<file path="src/rtl/regfile_pkg.sv">
// Shared types and sizing for the 8 x 16 register file.
package regfile_pkg;

    localparam int DATA_W   = 16;
    localparam int ADDR_W   = 3;
    localparam int NUM_REGS = 2 ** ADDR_W;
    localparam int NUM_RD   = 2;

    typedef logic [DATA_W-1:0] reg_word_t;
    typedef logic [ADDR_W-1:0] reg_addr_t;

    typedef struct packed {
        logic      en;
        reg_addr_t addr;
        reg_word_t data;
    } wr_req_t;

endpackage

</file>
<file path="src/rtl/register_file_if.sv">
// Decode/writeback side signals of the register file.
interface register_file_if;
    import regfile_pkg::*;

    logic      write;
    reg_addr_t wreg;
    reg_addr_t rreg1;
    reg_addr_t rreg2;
    reg_word_t wd;
    reg_word_t rd1;
    reg_word_t rd2;

    modport master (output write, wreg, rreg1, rreg2, wd, input rd1, rd2);
    modport slave  (input write, wreg, rreg1, rreg2, wd, output rd1, rd2);

endinterface

</file>
<file path="src/rtl/regfile_read_port.sv">
// One combinational read mux; REGFILE_BYPASS_EN adds same-cycle write forwarding.
module regfile_read_port
    import regfile_pkg::*;
(
    input  reg_word_t [NUM_REGS-1:0] regs_i,
    input  reg_addr_t                raddr_i,
`ifdef REGFILE_BYPASS_EN
    input  logic                     byp_en_i,
    input  reg_addr_t                waddr_i,
    input  reg_word_t                wdata_i,
`endif
    output reg_word_t                rdata_o
);

    always_comb begin
        rdata_o = regs_i[raddr_i];
`ifdef REGFILE_BYPASS_EN
        // byp_en_i already folds in reset, so reset suppresses forwarding
        if (byp_en_i && (raddr_i == waddr_i))
            rdata_o = wdata_i;
`endif
    end

endmodule

</file>
<file path="src/rtl/register_file.sv">
// 8 x 16 register file: one synchronous write port, two combinational read ports.
// Optional write-through forwarding under REGFILE_BYPASS_EN.
module register_file
    import regfile_pkg::*;
(
    input  logic     clock,
    input  logic     reset,
    register_file_if.slave rf
);

    reg_word_t [NUM_REGS-1:0] regs_q, regs_d;
    wr_req_t                  wr_req;
    reg_addr_t [NUM_RD-1:0]   rd_addr;
    reg_word_t [NUM_RD-1:0]   rd_data;

    assign wr_req = '{en: rf.write, addr: rf.wreg, data: rf.wd};

    always_comb begin
        regs_d = regs_q;
        if (wr_req.en)
            regs_d[wr_req.addr] = wr_req.data;
    end

    // Reset wins over a write presented in the same cycle
    always_ff @(posedge clock) begin
        if (!reset)
            regs_q <= '0;
        else
            regs_q <= regs_d;
    end

    assign rd_addr = {rf.rreg2, rf.rreg1};

    for (genvar p = 0; p < NUM_RD; p++) begin : g_rd
        regfile_read_port u_rd (
            .regs_i   (regs_q),
            .raddr_i  (rd_addr[p]),
`ifdef REGFILE_BYPASS_EN
            .byp_en_i (wr_req.en & reset),
            .waddr_i  (wr_req.addr),
            .wdata_i  (wr_req.data),
`endif
            .rdata_o  (rd_data[p])
        );
    end

    assign rf.rd1 = rd_data[0];
    assign rf.rd2 = rd_data[1];

endmodule

</file>
<file path="src/flat_wrapper.sv">
// flat-port wrapper written by rule: the top's interface ports become plain ports
module register_file_flat import regfile_pkg::*;
  (clock, reset, rf_write, rf_wreg, rf_rreg1, rf_rreg2, rf_wd, rf_rd1, rf_rd2);
  register_file_if rf_i ();
  input  logic clock;
  input  logic reset;
  input wire logic [$bits(rf_i.write)-1:0] rf_write;
  input wire logic [$bits(rf_i.wreg)-1:0] rf_wreg;
  input wire logic [$bits(rf_i.rreg1)-1:0] rf_rreg1;
  input wire logic [$bits(rf_i.rreg2)-1:0] rf_rreg2;
  input wire logic [$bits(rf_i.wd)-1:0] rf_wd;
  output wire logic [$bits(rf_i.rd1)-1:0] rf_rd1;
  output wire logic [$bits(rf_i.rd2)-1:0] rf_rd2;
  assign rf_i.write = rf_write;
  assign rf_i.wreg = rf_wreg;
  assign rf_i.rreg1 = rf_rreg1;
  assign rf_i.rreg2 = rf_rreg2;
  assign rf_i.wd = rf_wd;
  assign rf_rd1 = rf_i.rd1;
  assign rf_rd2 = rf_i.rd2;
  register_file u_core (.clock(clock), .reset(reset), .rf(rf_i));
endmodule
</file>
<file path="config.mk">
export PLATFORM = sky130hd
export DESIGN_NAME = register_file_flat
export DESIGN_NICKNAME = d
export VERILOG_FILES = /design/src/rtl/regfile_pkg.sv /design/src/rtl/register_file_if.sv /design/src/rtl/regfile_read_port.sv /design/src/rtl/register_file.sv /design/src/flat_wrapper.sv
export SDC_FILE = /design/constraint.sdc
export NUM_CORES = 1
export LEC_CHECK = 0
export ABC_AREA = 1
export CAP_MARGIN = 40
export CORE_MARGIN = 5
export CORE_UTILIZATION = 58
export DETAILED_ROUTE_END_ITERATION = 12
export PLACE_DENSITY = 0.79
export SLEW_MARGIN = 10
export SYNTH_ARGS = -nofsm -noshare
export SYNTH_HDL_FRONTEND = slang
export SYNTH_HIERARCHICAL = 1
export SYNTH_SLANG_ARGS = --single-unit
</file>
<file path="constraint.sdc">
create_clock -name clock -period 1.1 [get_ports clock]
set_input_delay 0.22 -clock clock [delete_from_list [all_inputs] [get_ports clock]]
set_output_delay 0.22 -clock clock [all_outputs]
set_load 0.005 [all_outputs]
</file>
# ---- Word level (Yosys, flattened, before mapping)
# Cells that the tools add are included.
dict set report word_totals {
  register_bits 128
  inputBits 28
  output_inout_bits 32
  wordCells 20
}
dict set report classes {
  n_lt_le_gt_ge 4
  mux 7
  n_reduce_logical 1
}
# cell n
set op_table {}
lappend op_table {{bitwise mux 128 bit} 1}
lappend op_table {{binary-select mux 16 bit (select 3 bit)} 2}
lappend op_table {{demux 16 bit (select 3 bit)} 1}
lappend op_table {{two-way mux 16 bit} 3}
lappend op_table {{< comparator 3 x 4 -> 1 bit (second input constant)} 3}
lappend op_table {{greater-or-equal comparator 3 x 1 -> 1 bit (second input constant)} 1}
lappend op_table {{logical AND 1 bit} 1}

# ---- Longest topological paths before layout
# Gate-level depths: netlist of run 1.
dict set report logic_depth {
  word_depth 5
  ltp_mapped 7
  mapped_depth_nobuf 6
}

# ---- Cells and area by module
# The synthesis of run 1 kept the hierarchy.
# module instances cells_each area_each_um2 seq_area_each_um2
set by_module_without_submodules {}
lappend by_module_without_submodules {register_file 1 725 5096.1 2562.5}
lappend by_module_without_submodules {regfile_read_port 2 426 1761.7 0.0}

# ---- Worst setup path after synthesis of run 1
# Ideal clock, no wire load.
dict set report synth_timing {
  path_kind {input to output}
  start {input port rf_rreg1[1]}
  end {output port rf_rd1[10]}
  arrival_time_ns 0.836
  t_required_ns 0.880
  path_slack_ns 0.044
  path_stages 7
  path_buffers 2
  path_cell_list {buf_6 inv_1 buf_6 nand3_1 nand2_1 nand2_1 nand2_1}
}
dict set report synth_between {
  elab_chain_cells 2
}
# element line
set synth_lines {}
lappend synth_lines {{start: declaration} flat_wrapper.sv:9} ;# input wire logic [$bits(rf_i.rreg1)-1:0] rf_rreg1;
lappend synth_lines {{binary-select mux 16 bit (select 3 bit)} regfile_read_port.sv:16} ;# rdata_o = regs_i[raddr_i];
lappend synth_lines {{two-way mux 16 bit (implied by the code)} regfile_read_port.sv:16}
lappend synth_lines {{end: declaration} flat_wrapper.sv:12} ;# output wire logic [$bits(rf_i.rd1)-1:0] rf_rd1;
# No other way between the ends. The select of a mux whose other input is x is not followed.

# ---- Final worst setup path of run 1
dict set report layout_timing {
  start {register u_core/regs_q[73] in the netlist's numbering}
  end {output port rf_rd1[9]}
}
dict set report layout_between {
  elab_chain_cells 2
}
# element line
set layout_lines {}
lappend layout_lines {{start: declaration} register_file.sv:11} ;# reg_word_t [NUM_REGS-1:0] regs_q, regs_d;
lappend layout_lines {{start signal: assignment} register_file.sv:29} ;# regs_q <= regs_d;
lappend layout_lines {{binary-select mux 16 bit (select 3 bit)} regfile_read_port.sv:16}
lappend layout_lines {{two-way mux 16 bit (implied by the code)} regfile_read_port.sv:16}
# No other way between the ends. The select of a mux whose other input is x is not followed.

==> results of run 1 <==
[worst min-delay path, delay by kind of cell]
family	cells	cell delay (ns)
AND/OR/NAND/NOR	2	0.12
buffers and inverters	1	0.19
[power by group]
| group | total, mW | switching (mW) | internal, mW |
|---|---|---|---|
| logic | 2.83 | 1.72 | 1.11 |
| registers | 4.97 | 0.153 | 4.81 |
| clock network | 6.31 | 2.23 | 4.09 |
| total | 14.1 | 4.10 | 10.0 |
[per-stage QoR]
stage	TNS (ns)	instance area [um^2]	hold WS, ns
floorplan	0	8620	0.4483
global placement	-89.92	9782	0.4883
detailed placement	-93.85	9782	0.4901
CTS	-12.19	10690	0.1171
global route	-14.78	11140	0.1301
finish	-12.68	11140	0.1285
[per-layer routing]
metal / wire length, um / up-vias / share of wire / global-route usage
met3: 3976 / 190 / 0.13 / 0.09504
met2: 14060 / 719 / 0.45 / 0.5458
met1: 11370 / 4524 / 0.36 / 0.4185
li1: - / 4779 / - / -
met5: 0 / - / 0 / 0
met4: 2062 / 0 / 0.066 / 0.2189
[cell usage in the layout (no fill, tap or decap), drive strengths merged]
cell,Yosys,layout
clkinvlp,0,2
bufinv,0,5
clkinv,0,5
bufbuf,0,2
buf,80,116
clkdlybuf4s15,0,1
nand3,240,240
nor2,268,268
dlygate4sd2,0,6
dfxtp,128,128
clkdlybuf4s50,0,16
nand2,566,566
inv,284,285
clkbuf,11,19
[how the worst max path moves through the flow]
stage | from | to | slack (ns) | cells past startpoint
2_1_floorplan | rf_rreg1[1] | rf_rd1[10] | 0.04 | 7
3_3_place_gp | rf_rreg1[1] | rf_rd1[3] | -1.03 | 9
3_5_place_dp | rf_rreg1[1] | rf_rd1[3] | -1.04 | 9
4_1_cts | u_core/regs_q[41]$_SDFFE_PN0P_ | rf_rd1[9] | -0.41 | 7
5_1_grt | u_core/regs_q[32]$_SDFFE_PN0P_ | rf_rd1[0] | -0.50 | 7
6_report | u_core/regs_q[73]$_SDFFE_PN0P_ | rf_rd1[9] | -0.45 | 7
[area by class of cell]
cell class | count | area [um^2]
repair buffers | 141 | 1645
fillers | 1129 | 3392
multi-input cells | 1074 | 4792
flip-flops and latches | 128 | 2748
well taps | 184 | 230.2
inverters | 284 | 1074
clock buffers | 19 | 442.9
clock inverters | 13 | 210.2
[repair_timing]
action | 4_1_cts | 5_1_grt
buffers inserted | 8 | 2
setup endpoints to repair | 160 | 39
resized for setup | 282 | 215
pin swaps | 75 | 127
cloned | 5 | 0
hold buffers | 0 | 0
[logic make-up after synthesis]
group	Yosys count
buffers and inverters	375
flip-flops	128
AND/OR/NAND/NOR	1074
==> flow_summary.json, run 1 <==
{
  "wl_per_cell_um": 17.08,
  "ff2ff_path_depth": 3,
  "finalClockSkew_ns": 0,
  "vdd_drop_max_uv": 1165,
  "grt-ovfl-total": 0,
  "p_per_area_nw_per_um2": 1266,
  "first_pass_iters": 6,
  "synth_simple_gate_area_frac": 0.5115,
  "cp_common_cell": "nand2_1",
  "hold_class": "input port to flip-flop",
  "critPathTopFamily": "simple AND/OR/NAND/NOR gates",
  "synth_common_cells": "564 x nand2_1, 281 x inv_1, 259 x nor2_1",
  "syn_to_final_growth_pct": 29.26,
  "final_critical_path_setup_slack_ns": -0.4456,
  "largestRegisters": "u_core/regs_q (128)",
  "timing.critical_path.buf_inv": 2,
  "synthTopCellsByArea": "dfxtp_1 30%, nand2_1 25%, nand3_1 14%",
  "synth_top_family_by_area": "simple AND/OR/NAND/NOR gates",
  "fp.dieW_um": 131.9,
  "min_path_cells": 3,
  "cpPeakStageDelay_ns": 0.37,
  "drive_above_1_share": 0.2978,
  "critPathRequiredTime_ns": 0.88,
  "synthMuxAreaShare": 0,
  "cp_slowest_cell": "dfxtp_2",
  "antenna_found_initial": 0,
  "yosysWarnings": 6,
  "postRouteAntennaNets": 0,
  "tightest_slew_ns": 0.3375,
  "cts-root-buf": "clkbuf_16",
  "cts.path.max_buffers": 2,
  "status": "finished with violations",
  "num_vias": 10210,
  "utilization": 0.7666,
  "regMostFlops": "u_core/regs_q",
  "critical_path_class": "flip-flop to primary output",
  "synthAdderAreaFrac": 0,
  "crit_chain": "inv_2 -> nand2_1 -> nand3_1 -> nand2_1 -> nand2_1 -> nand2_2 -> buf_6",
  "grt_usage": 0.3471,
  "route.detailed.drc": 0,
  "max_cap_violations": 0,
  "critPathCaptureType": "primary output",
  "cts_tree": "yes",
  "yosysMostFrequentCell": "nand2_1",
  "placed_cells": 1796,
  "grt_pass1_vias": 9640,
  "std_cell_rows": 44,
  "synth-async-reset-ratio": 0,
  "drv_slew": 0,
  "ys_ff_latch": 128,
  "synth_top_area_share": 0.2973,
  "reg2reg_to": "u_core/regs_q[41]$_SDFFE_PN0P_",
  "synth_top_area_cell": "dfxtp_1",
  "setup_viol": 32,
  "fin_crit_sh": 1.405,
  "ys_seq_area_frac": 0.2973,
  "path_clk_slew_ns": 0.06,
  "hpwlAfterDp_um": 17860,
  "gp_congestion": 0.8729,
  "synthesis.area_um2": 8620,
  "viasPerCell": 5.541,
  "syn-num-nets": 1605,
  "final-hold-violation-count": 0,
  "wirelength_um": 31470,
  "min_from": "reset",
  "io_buffers": 59,
  "nets": 1674,
  "leakage_nw": 5.387,
  "grt_pass1_wl_um": 48580,
  "clkLatencyLatePin_ns": 0.43,
  "min_period_ns": 1.546,
  "io_pins": 60,
  "synth_edf_count": 0,
  "postSynthAreaPerCell_um2": 5.466,
  "initial_utilization": 0.5931,
  "r2r_start": "u_core/regs_q[41]$_SDFFE_PN0P_",
  "fmax_ghz": 0.6470,
  "synth_xor_area_frac": 0,
  "largest_register_ffs": 128,
  "n_antenna_cell": 0,
  "core_area_um2": 14530,
  "slew_headroom": 0.7748,
  "synth_ff_type": "dfxtp_1",
  "synth-compound-area-share": 0,
  "die-area_um2": 17400,
  "dp_slack_ns": -1.038,
  "stdcell_count": 1843,
  "syn_inst": 1577,
  "path_max_fanout": 3,
  "rsz0062_at_grt": "yes",
  "cts.sinks": 128,
  "cts_buffers": 17,
  "drtIter0Drc": 1661,
  "violations": "setup timing",
  "r2r_setup_slack_ns": 0.33,
  "worstHoldEndpoint": "u_core/regs_q[112]$_SDFFE_PN0P_",
  "worstPathArrival_ns": 1.33,
  "yosysUniqueCellTypes": 14,
  "cp-start-kind": "flip-flop",
  "cts_max_level": 4,
  "die_h_um": 131.9,
  "p_total_mw": 14.11,
  "grt_max_degree": 48
}
Power figures use the tool's default switching activity.
==> inputs of run 2 (changes only) <==
- CAP_MARGIN: 40 -> 0
==> results of run 2 <==
Final layout, timing and power as in run 1 (identical DEF).
==> inputs of run 3 (changes only) <==
- clock period: 1.1 -> 1.9 ns (I/O delays scaled with it)
==> flow_summary.json, run 3 (synthesis gave the netlist of run 1 again) <==
{
  "status": "completed",
  "n_antenna_cell": 0,
  "drive_above_1_share": 0.1266,
  "path_clk_slew_ns": 0.06,
  "die-area_um2": 17400,
  "postRouteAntennaNets": 0,
  "stdcell_count": 1827,
  "clkLatencyLatePin_ns": 0.42,
  "r2r_start": "u_core/regs_q[73]$_SDFFE_PN0P_",
  "cts.path.max_buffers": 2,
  "drv_slew": 0,
  "fmax_ghz": 0.5335,
  "syn_to_final_growth_pct": 22.66,
  "die_h_um": 131.9,
  "largest_register_ffs": 128,
  "viasPerCell": 5.352,
  "tns_ns": 0,
  "io_buffers": 59,
  "initial_utilization": 0.5931,
  "leakage_nw": 5.251,
  "timing.critical_path.to": "rf_rd2[8]",
  "antenna_found_initial": 0,
  "placed_area_um2": 9624,
  "layout_commonest_cell": "nand2_1",
  "layout_common_cells": "561 x nand2_1, 277 x inv_1, 256 x nor2_1",
  "critPathRequiredTime_ns": 1.52,
  "grt-ovfl-total": 0,
  "reg2reg_to": "u_core/regs_q[73]$_SDFFE_PN0P_",
  "max_cap_violations": 0,
  "dp_slack_ns": -0.5720,
  "first_pass_iters": 6,
  "placed_cells": 1785,
  "hold_class": "input port to flip-flop",
  "tightest_slew_ns": 0.7302,
  "route.detailed.drc": 0,
  "cts_hold_buf": 0,
  "ff2ff_path_depth": 3,
  "critPathCaptureType": "primary output",
  "path_max_fanout": 3,
  "p_total_mw": 7.902,
  "cts-root-buf": "clkbuf_16",
  "finalClockSkew_ns": 0,
  "grt_max_degree": 67,
  "cts.sinks": 128,
  "std_cell_rows": 44,
  "fin_crit_sh": 0.9866,
  "largestRegisters": "u_core/regs_q (128)",
  "cts_tree": "yes",
  "hpwlAfterDp_um": 17470,
  "startpoint": "u_core/regs_q[104]$_SDFFE_PN0P_",
  "final_cell_area_um2": 10570,
  "wirelength_um": 29120,
  "vdd_drop_max_uv": 595.5,
  "grt_pass1_vias": 9237,
  "gp_congestion": 0.9224,
  "core_area_um2": 14530,
  "regMostFlops": "u_core/regs_q",
  "whs_ns": 0.3350,
  "cts_max_level": 4,
  "r2r_setup_slack_ns": 1.17,
  "wl_per_cell_um": 15.94,
  "fp.dieW_um": 131.9,
  "cp-start-kind": "flip-flop",
  "worstPathArrival_ns": 1.49,
  "io_pins": 60,
  "cts_buffers": 17,
  "setup_viol": 0,
  "p_per_area_nw_per_um2": 747.4,
  "nFillCells": 1290,
  "final_critical_path_setup_slack_ns": 0.02543,
  "critical_path_class": "flip-flop to primary output",
  "utilization": 0.7274,
  "grt_usage": 0.3297,
  "final-hold-violation-count": 0,
  "grt_pass1_wl_um": 46380,
  "rsz0062_at_grt": "yes",
  "min_period_ns": 1.875,
  "slew_headroom": 0.5121,
  "drtIter0Drc": 1108,
  "nets": 1658,
  "num_vias": 9778
}
[run 3: cell types whose count changed in the layout (fill, tap and decap cells not counted), sizes merged]
cell / delta
buf: -47
bufbuf: -2
bufinv: -1
clkbuf: +4
clkdlybuf4s15: -1
clkdlybuf4s50: +4
clkinvlp: -1
dlygate4sd2: +27
inv: +1
[run 3: cell type report]
| class | count | area (um^2) | area share |
|---|---|---|---|
| multi-input combinational | 1074 | 4424 | 0.4185 |
| sequential | 128 | 2666 | 0.2522 |
| timing repair buffer | 125 | 1528 | 0.1445 |
| inverter | 284 | 1086 | 0.1027 |
| clock buffer | 20 | 456.7 | 0.04320 |
| tap | 184 | 230.2 | 0.02178 |
| clock inverter | 12 | 181.4 | 0.01716 |
[run 3: how the worst min path moves through the flow]
stage / slack [ns] / end / from / depth (start not counted)
2_1_floorplan: 0.48 / u_core/regs_q[21]$_SDFFE_PN0P_ / u_core/regs_q[21]$_SDFFE_PN0P_ / 2
3_3_place_gp: 0.49 / u_core/regs_q[57]$_SDFFE_PN0P_ / u_core/regs_q[57]$_SDFFE_PN0P_ / 2
3_5_place_dp: 0.49 / u_core/regs_q[37]$_SDFFE_PN0P_ / u_core/regs_q[37]$_SDFFE_PN0P_ / 2
4_1_cts: 0.33 / u_core/regs_q[64]$_SDFFE_PN0P_ / reset / 3
5_1_grt: 0.36 / u_core/regs_q[96]$_SDFFE_PN0P_ / reset / 3
6_report: 0.33 / u_core/regs_q[99]$_SDFFE_PN0P_ / reset / 3
[run 3: critical path, cell delays in order (launching register included)]
cell	delay, ns
dfxtp_1	0.35
inv_1	0.05
nand2_1	0.07
nand3_1	0.08
nand2_1	0.09
nand2_1	0.05
nand2_1	0.12
dlygate4sd2_1	0.26
[run 3: power by group]
| part | switching, mW | total [mW] | internal [mW] |
|---|---|---|---|
| clock network | 1.26 | 3.53 | 2.27 |
| logic | 0.907 | 1.50 | 0.593 |
| registers | 0.0768 | 2.87 | 2.79 |
| total | 2.24 | 7.90 | 5.66 |
[run 3: timing repair]
item	in CTS	in global routing
gates cloned	5	1
setup endpoints to repair	32	15
pin swaps	1	0
gates resized for setup	139	17
setup buffers	4	0
[run 3: per-layer routing]
metal | GRT usage | part of all wire
met1 | 0.3899 | 0.38
met2 | 0.5491 | 0.45
met3 | 0.06031 | 0.11
met4 | 0.2091 | 0.060
met5 | 0 | 0
==> RTL edit 1, RTL diff (config.mk and constraints of run 2) <==
The package constant `DATA_W` goes from 16 to 20.
--- a/src/rtl/regfile_pkg.sv
+++ b/src/rtl/regfile_pkg.sv
@@ -2,5 +2,5 @@
 package regfile_pkg;
 
-    localparam int DATA_W   = 16;
+    localparam int DATA_W   = 20;
     localparam int ADDR_W   = 3;
     localparam int NUM_REGS = 2 ** ADDR_W;
Ports: changed (resized rf_rd1, rf_rd2 and rf_wd); port bits go from 60 to 72. No check against the original RTL was run, so the function may have changed too.
==> RTL edit 1 against run 2 <==
Final cell count grew 25%; fmax shrank 7.9%; largest cell class unchanged; routed wire length grew 28%; combinational power grew 28%; critical path type unchanged; sequential cell count grew 32; count of clock-buffer cells in the layout is the same; power grew 12%; via count grew 26%; sequential share of layout area grew 0.11 points; area after synthesis grew 23%; register-to-register slack lost 0.10 ns; the run still ends with negative setup slack left; setup slack lost 0.13 ns; design area grew 24%; first-iteration DRC count grew 26%.
==> RTL edit 1: results (changes against run 2) <==
Parameter                              Value

Layout
  FILL cells ... 1354 (+20%)
  Antenna cells ... 1 (+1)
  Share of cells above drive strength 1 ... 0.293 (-0.00456)
  Net count, final ... 2096 (+25%)
  Register cell area after layout ... 0.00342 mm2 (+24%)
  Non-clock inverter instance count of the final layout ... 352 (+24%)
  Fraction of area in clock buffers and inverters ... 0.0421 (-0.0165)
  Multi-input gate share of the layout cell area ... 0.432 (+0.00204)
  Multi-input logic cell count ... 1338 (+25%)
  Biggest regs ... u_core/regs_q: 160 flops
  Buffer share of cell area ... 0.160 (+0.0126)
  Nonclk buf count ... 195 (+38%)

Hold path
  End of the worst hold path ... u_core/regs_q[147]

Place
  Final estimated routing congestion in global placement ... 0.946 (+8.4%)
  Number of I/O port buffers ... 71 (+20%)
  Placed standard-cell area ... 0.0122 mm2 (+25%)
  Worst setup slack after placement ... -0.817 ns (+0.221 ns)
  Placed cell count ... 2245 (+25%)
  HPWL after detailed placement ... 23000 um (+29%)

GRT
  Largest net degree at the start of global routing ... 59 (+23%)
  Antenna violations before repair ... 1 (+1)
  First-pass GRT wire length ... 59700 um (+23%)
  Via count of the first global-routing pass ... 11499 (+19%)

Setup path
  Arr. time, crit path ... 1.46 ns (+0.13 ns)
  FF-to-FF setup slack ... 0.23 ns (-0.10 ns)
  Worst flop-to-flop path endpoint ... u_core/regs_q[86]
  Worst Setup SP ... u_core/regs_q[60]
  Highest cell delay on the worst timing path ... 0.35 ns (-0.02 ns)
  Worst flop-to-flop path startpoint ... u_core/regs_q[86]

Power and ir drop
  Internal power consumption ... 10700 uW (+7.2%)
  Sequential power ... 6200 uW (+25%)
  Worst IR drop on VDD ... 0.00115 V (-0.90%)
  Static leakage ... 0.00672 uW (+25%)
  Part of the power in the clock network ... 0.377 (-0.071)

Clock tree
  Clock Tree Buf Depth ... 2 (unchanged)
  Root buffer cell ... sky130_fd_sc_hd__clkbuf_16
  Clk Latency, worst-skew pair ... 0.43 ns (about the same)

Route
  Number of vias in the routed layout ... 12838 (+26%)
  1st-iter DRT viols ... 2096 (+26%)
  Via/cell ratio ... 5.56 (+0.43%)
  Detailed Routing Iterations Pass 1 ... 8 (+2)
  Per-cell routed wire length ... 17.4 um (+1.9%)

Synthesis
  Flip-flop and latch count after synthesis ... 160 (+25%)
  Largest cells by area after synthesis ... sky130_fd_sc_hd__dfxtp_1, sky130_fd_sc_hd__nand2_1, sky130_fd_sc_hd__nand3_1, sky130_fd_sc_hd__inv_1, sky130_fd_sc_hd__nor2_1
  Sequential-to-total area share from yosys stat ... 0.301 (+0.00382)
  Instance count of the mapped netlist ... 1974 (+25%)

Floorplan
  Floorplan Core Area ... 0.0180 mm2 (+24%)

STA
  PnR worst setup slack ... -0.579 ns (-0.133 ns)
  Setup TNS ... -16.99 ns (-4.31 ns)
  # setup viols final ... 40 (+25%)
  Smallest hold slack ... 0.261 ns (+0.132 ns)
  Relative max-transition margin ... 0.761 (-0.0139)

Run status
  Result of the run ... complete, but fails checks
  Violated checks ... negative setup slack
-- RTL edit 1: changes by cell type after synthesis, moves of 4 or more --
cell	delta
sky130_fd_sc_hd__nor2_2	+4
sky130_fd_sc_hd__nor2_4	-9
sky130_fd_sc_hd__dfxtp_1	+32
sky130_fd_sc_hd__clkbuf_1	-5
sky130_fd_sc_hd__nand2_1	+142
sky130_fd_sc_hd__buf_6	-7
sky130_fd_sc_hd__buf_4	-4
sky130_fd_sc_hd__inv_1	+66
sky130_fd_sc_hd__nor2_1	+69
sky130_fd_sc_hd__buf_2	+44
sky130_fd_sc_hd__nand3_1	+60
-- RTL edit 1: timing repair --
item                                    4_1_cts  5_1_grt
pin swaps                                    72      138
endpoints found under the setup margin      200      173
gates cloned                                  6        2
resized for setup                           371      223
setup buffers                                13        9
hold buffers                                  0        0
-- RTL edit 1: routing by layer --
layer	vias up	global-route usage	part of all wire
li1	5971	-	-
met1	5709	0.445	0.36
met2	929	0.558	0.45
met3	229	0.0766	0.13
met4	0	0.152	0.051
met5	-	0	0
==> RTL edit 2, RTL diff (settings of run 2) <==
Made on the original files. Make the reset (`reset`) asynchronous in one clocked block.
--- a/src/rtl/register_file.sv
+++ b/src/rtl/register_file.sv
@@ -23,5 +23,5 @@
 
     // Reset wins over a write presented in the same cycle
-    always_ff @(posedge clock) begin
+    always_ff @(posedge clock or negedge reset) begin
         if (!reset)
             regs_q <= '0;
Function: differs if reset is asserted again (counterexample within 4 cycles, from zero or initial values and one cycle with reset low); with reset held inactive, the same outputs for 4 cycles.
==> RTL edit 2 against run 2 <==
The flow still finishes with violations (negative setup slack); critical path depth rose by 1; design area rose by 6.0%; clock skew did not move; via count rose by 2.2%; count of clock-buffer cells in the layout did not move; routed wire length rose by 6.2%; sequential cell count did not move; setup slack got worse by 0.22 ns; critical path type unchanged; area after synthesis fell by 0.75%.
Power is not compared: it rests on default switching activity, and its combinational part moved more than twofold at a synthesized area within 25%.
==> RTL edit 2: results (changes against run 2) <==
Parameter                              Value

Run status
  Result of the run ... complete, but fails checks
  Violated checks ... negative setup slack

Clock tree
  Clock-pin transition on the worst setup and hold timing paths ... 0.06 ns (about the same)
  Clk Latency, worst-skew pair ... 0.43 ns (about the same)
  Root buffer cell ... sky130_fd_sc_hd__clkbuf_16
  Number of H-tree levels ... 4 (unchanged)
  Clock buffer count from CTS ... 17 (unchanged)

Layout
  Antenna cells ... 0 (unchanged)
  Share of cells above drive strength 1 ... 0.255 (-0.0431)
  Net count, final ... 1672 (-0.12%)
  Biggest regs ... u_core/regs_q: 128 flops

Route
  Via/cell ratio ... 5.67 (+2.3%)
  Per-cell routed wire length ... 18.2 um (+6.3%)
  1st-iter DRT viols ... 1722 (+3.7%)
  Detailed Routing Iterations Pass 1 ... 9 (+3)

GRT
  Global-route total usage across every layer ... 0.366 (+0.0190)
  First-pass GRT wire length ... 50700 um (+4.3%)
  Via count of the first global-routing pass ... 9698 (+0.60%)
  Antenna violations before repair ... 0 (unchanged)
  Largest net degree at the start of global routing ... 65 (+35%)

Synthesis
  Net count after synthesis ... 1459 (-9.1%)
  Primary flip-flop cell chosen by synthesis mapping ... sky130_fd_sc_hd__dfrtp_1
  Commonest cells post-synth ... sky130_fd_sc_hd__nand2_1, sky130_fd_sc_hd__inv_1, sky130_fd_sc_hd__nand3_1
  Largest cells by area after synthesis ... sky130_fd_sc_hd__dfrtp_1, sky130_fd_sc_hd__nand2_1, sky130_fd_sc_hd__inv_1, sky130_fd_sc_hd__nand3_1, sky130_fd_sc_hd__buf_2
  Share of synthesized flip-flops with an asynchronous set or reset ... 1.00 (+1.00)
  Sequential-to-total area share from yosys stat ... 0.374 (+0.0771)
  Yosys warning count ... 6 (unchanged)
  Netlist cell types ... 13 (-1)

STA
  PnR worst setup slack ... -0.662 ns (-0.216 ns)
  Relative max-transition margin ... 0.745 (-0.0301)
  Post-Route Skew ... 0 ns (unchanged)
  # setup viols final ... 32 (unchanged)

Setup path
  Highest cell delay on the worst timing path ... 0.41 ns (+0.04 ns)
  FF-to-FF setup slack ... 0.04 ns (-0.29 ns)
  FF-to-FF path depth ... 5 (+2)
  Worst Setup SP ... u_core/regs_q[85]
  Highest fanout seen on the critical path ... 2 (-1)
  Worst flop-to-flop path startpoint ... u_core/regs_q[112]
  Slowest-stage cell, CP ... sky130_fd_sc_hd__dfrtp_1
  Arr. time, crit path ... 1.54 ns (+0.21 ns)
  Worst flop-to-flop path endpoint ... u_core/regs_q[112]
  Crit path to ... rf_rd1[5]

Hold path
  Kind of path behind the tightest hold check ... in -> async

Power and ir drop
  Static leakage ... 0.00707 uW
  Worst IR drop on VDD ... 0.00212 V

Place
  Final estimated routing congestion in global placement ... 0.952 (+9.0%)
  HPWL after detailed placement ... 18100 um (+1.5%)
  Number of I/O port buffers ... 59 (unchanged)
  Placed standard-cell area ... 0.00991 mm2 (+1.3%)
[RTL edit 2: layout make-up]
| cell class | count | area (um2) |
|---|---|---|
| sequential | 128 | 3200 |
| multi-input combinational | 949 | 4050 |
| inverter | 268 | 1020 |
| tap | 184 | 230 |
| timing repair buffer | 280 | 2630 |
| fill | 901 | 2670 |
| clock inverter | 13 | 233 |
| clock buffer | 19 | 453 |
[RTL edit 2: worst min path at each step]
stage,startpoint,to,slack (ns),cells after the start
global route,reset,u_core/regs_q[68],0.25,2
floorplan,reset,u_core/regs_q[0],-0.08,0
detailed placement,reset,u_core/regs_q[81],0.13,1
finish,reset,u_core/regs_q[68],0.22,2
global placement,reset,u_core/regs_q[81],0.13,1
CTS,reset,u_core/regs_q[81],0.22,2
[RTL edit 2: logic make-up (layout without fill, tap and decap cells)]
| family | Yosys count | after routing | synth area share |
|---|---|---|---|
| buffers and inverters | 354 | 580 | 0.179 |
| flip-flops | 128 | 128 | 0.374 |
| AND/OR/NAND/NOR | 949 | 949 | 0.447 |
[RTL edit 2: metal layers]
layer / vias up / global-route usage / part of all wire
li1: 4590 / - / -
met1: 4701 / 0.470 / 0.35
met2: 909 / 0.563 / 0.45
met3: 234 / 0.107 / 0.14
met4: 0 / 0.187 / 0.066
met5: - / 0 / 0
[RTL edit 2: worst max-delay path: cells and delay by family (launching register included)]
kind	cells	cell delay, ns
DFF	1	0.41
and+or+nand+nor	5	0.35
buffers and inverters	3	0.35
[RTL edit 2: report_power, final]
group / internal [uW] / switching [uW]
combinational: 3090 / 3410
sequential: 5600 / 773
clock: 4380 / 2260
[RTL edit 2: per-stage QoR]
step,worst slack (ns),utilization,instances,hold WS [ns],setup TNS [ns]
2_1_floorplan,0.00813,-,1431,-0.0756,0
3_3_place_gp,-0.991,0.684,1693,0.131,-101.13
3_5_place_dp,-1.02,0.684,1693,0.133,-103.52
4_1_cts,-0.570,0.789,1825,0.220,-16.36
5_1_grt,-0.714,0.816,1841,0.249,-19.57
6_report,-0.662,0.816,1841,0.218,-17.58
[RTL edit 2: timing repair]
action,in CTS,in global routing
buffers inserted,98,16
setup endpoints to repair,160,59
cloned,1,0
hold endpoints to repair,67,0
resized for setup,238,102
pin swaps,95,77
hold buffers,1,0
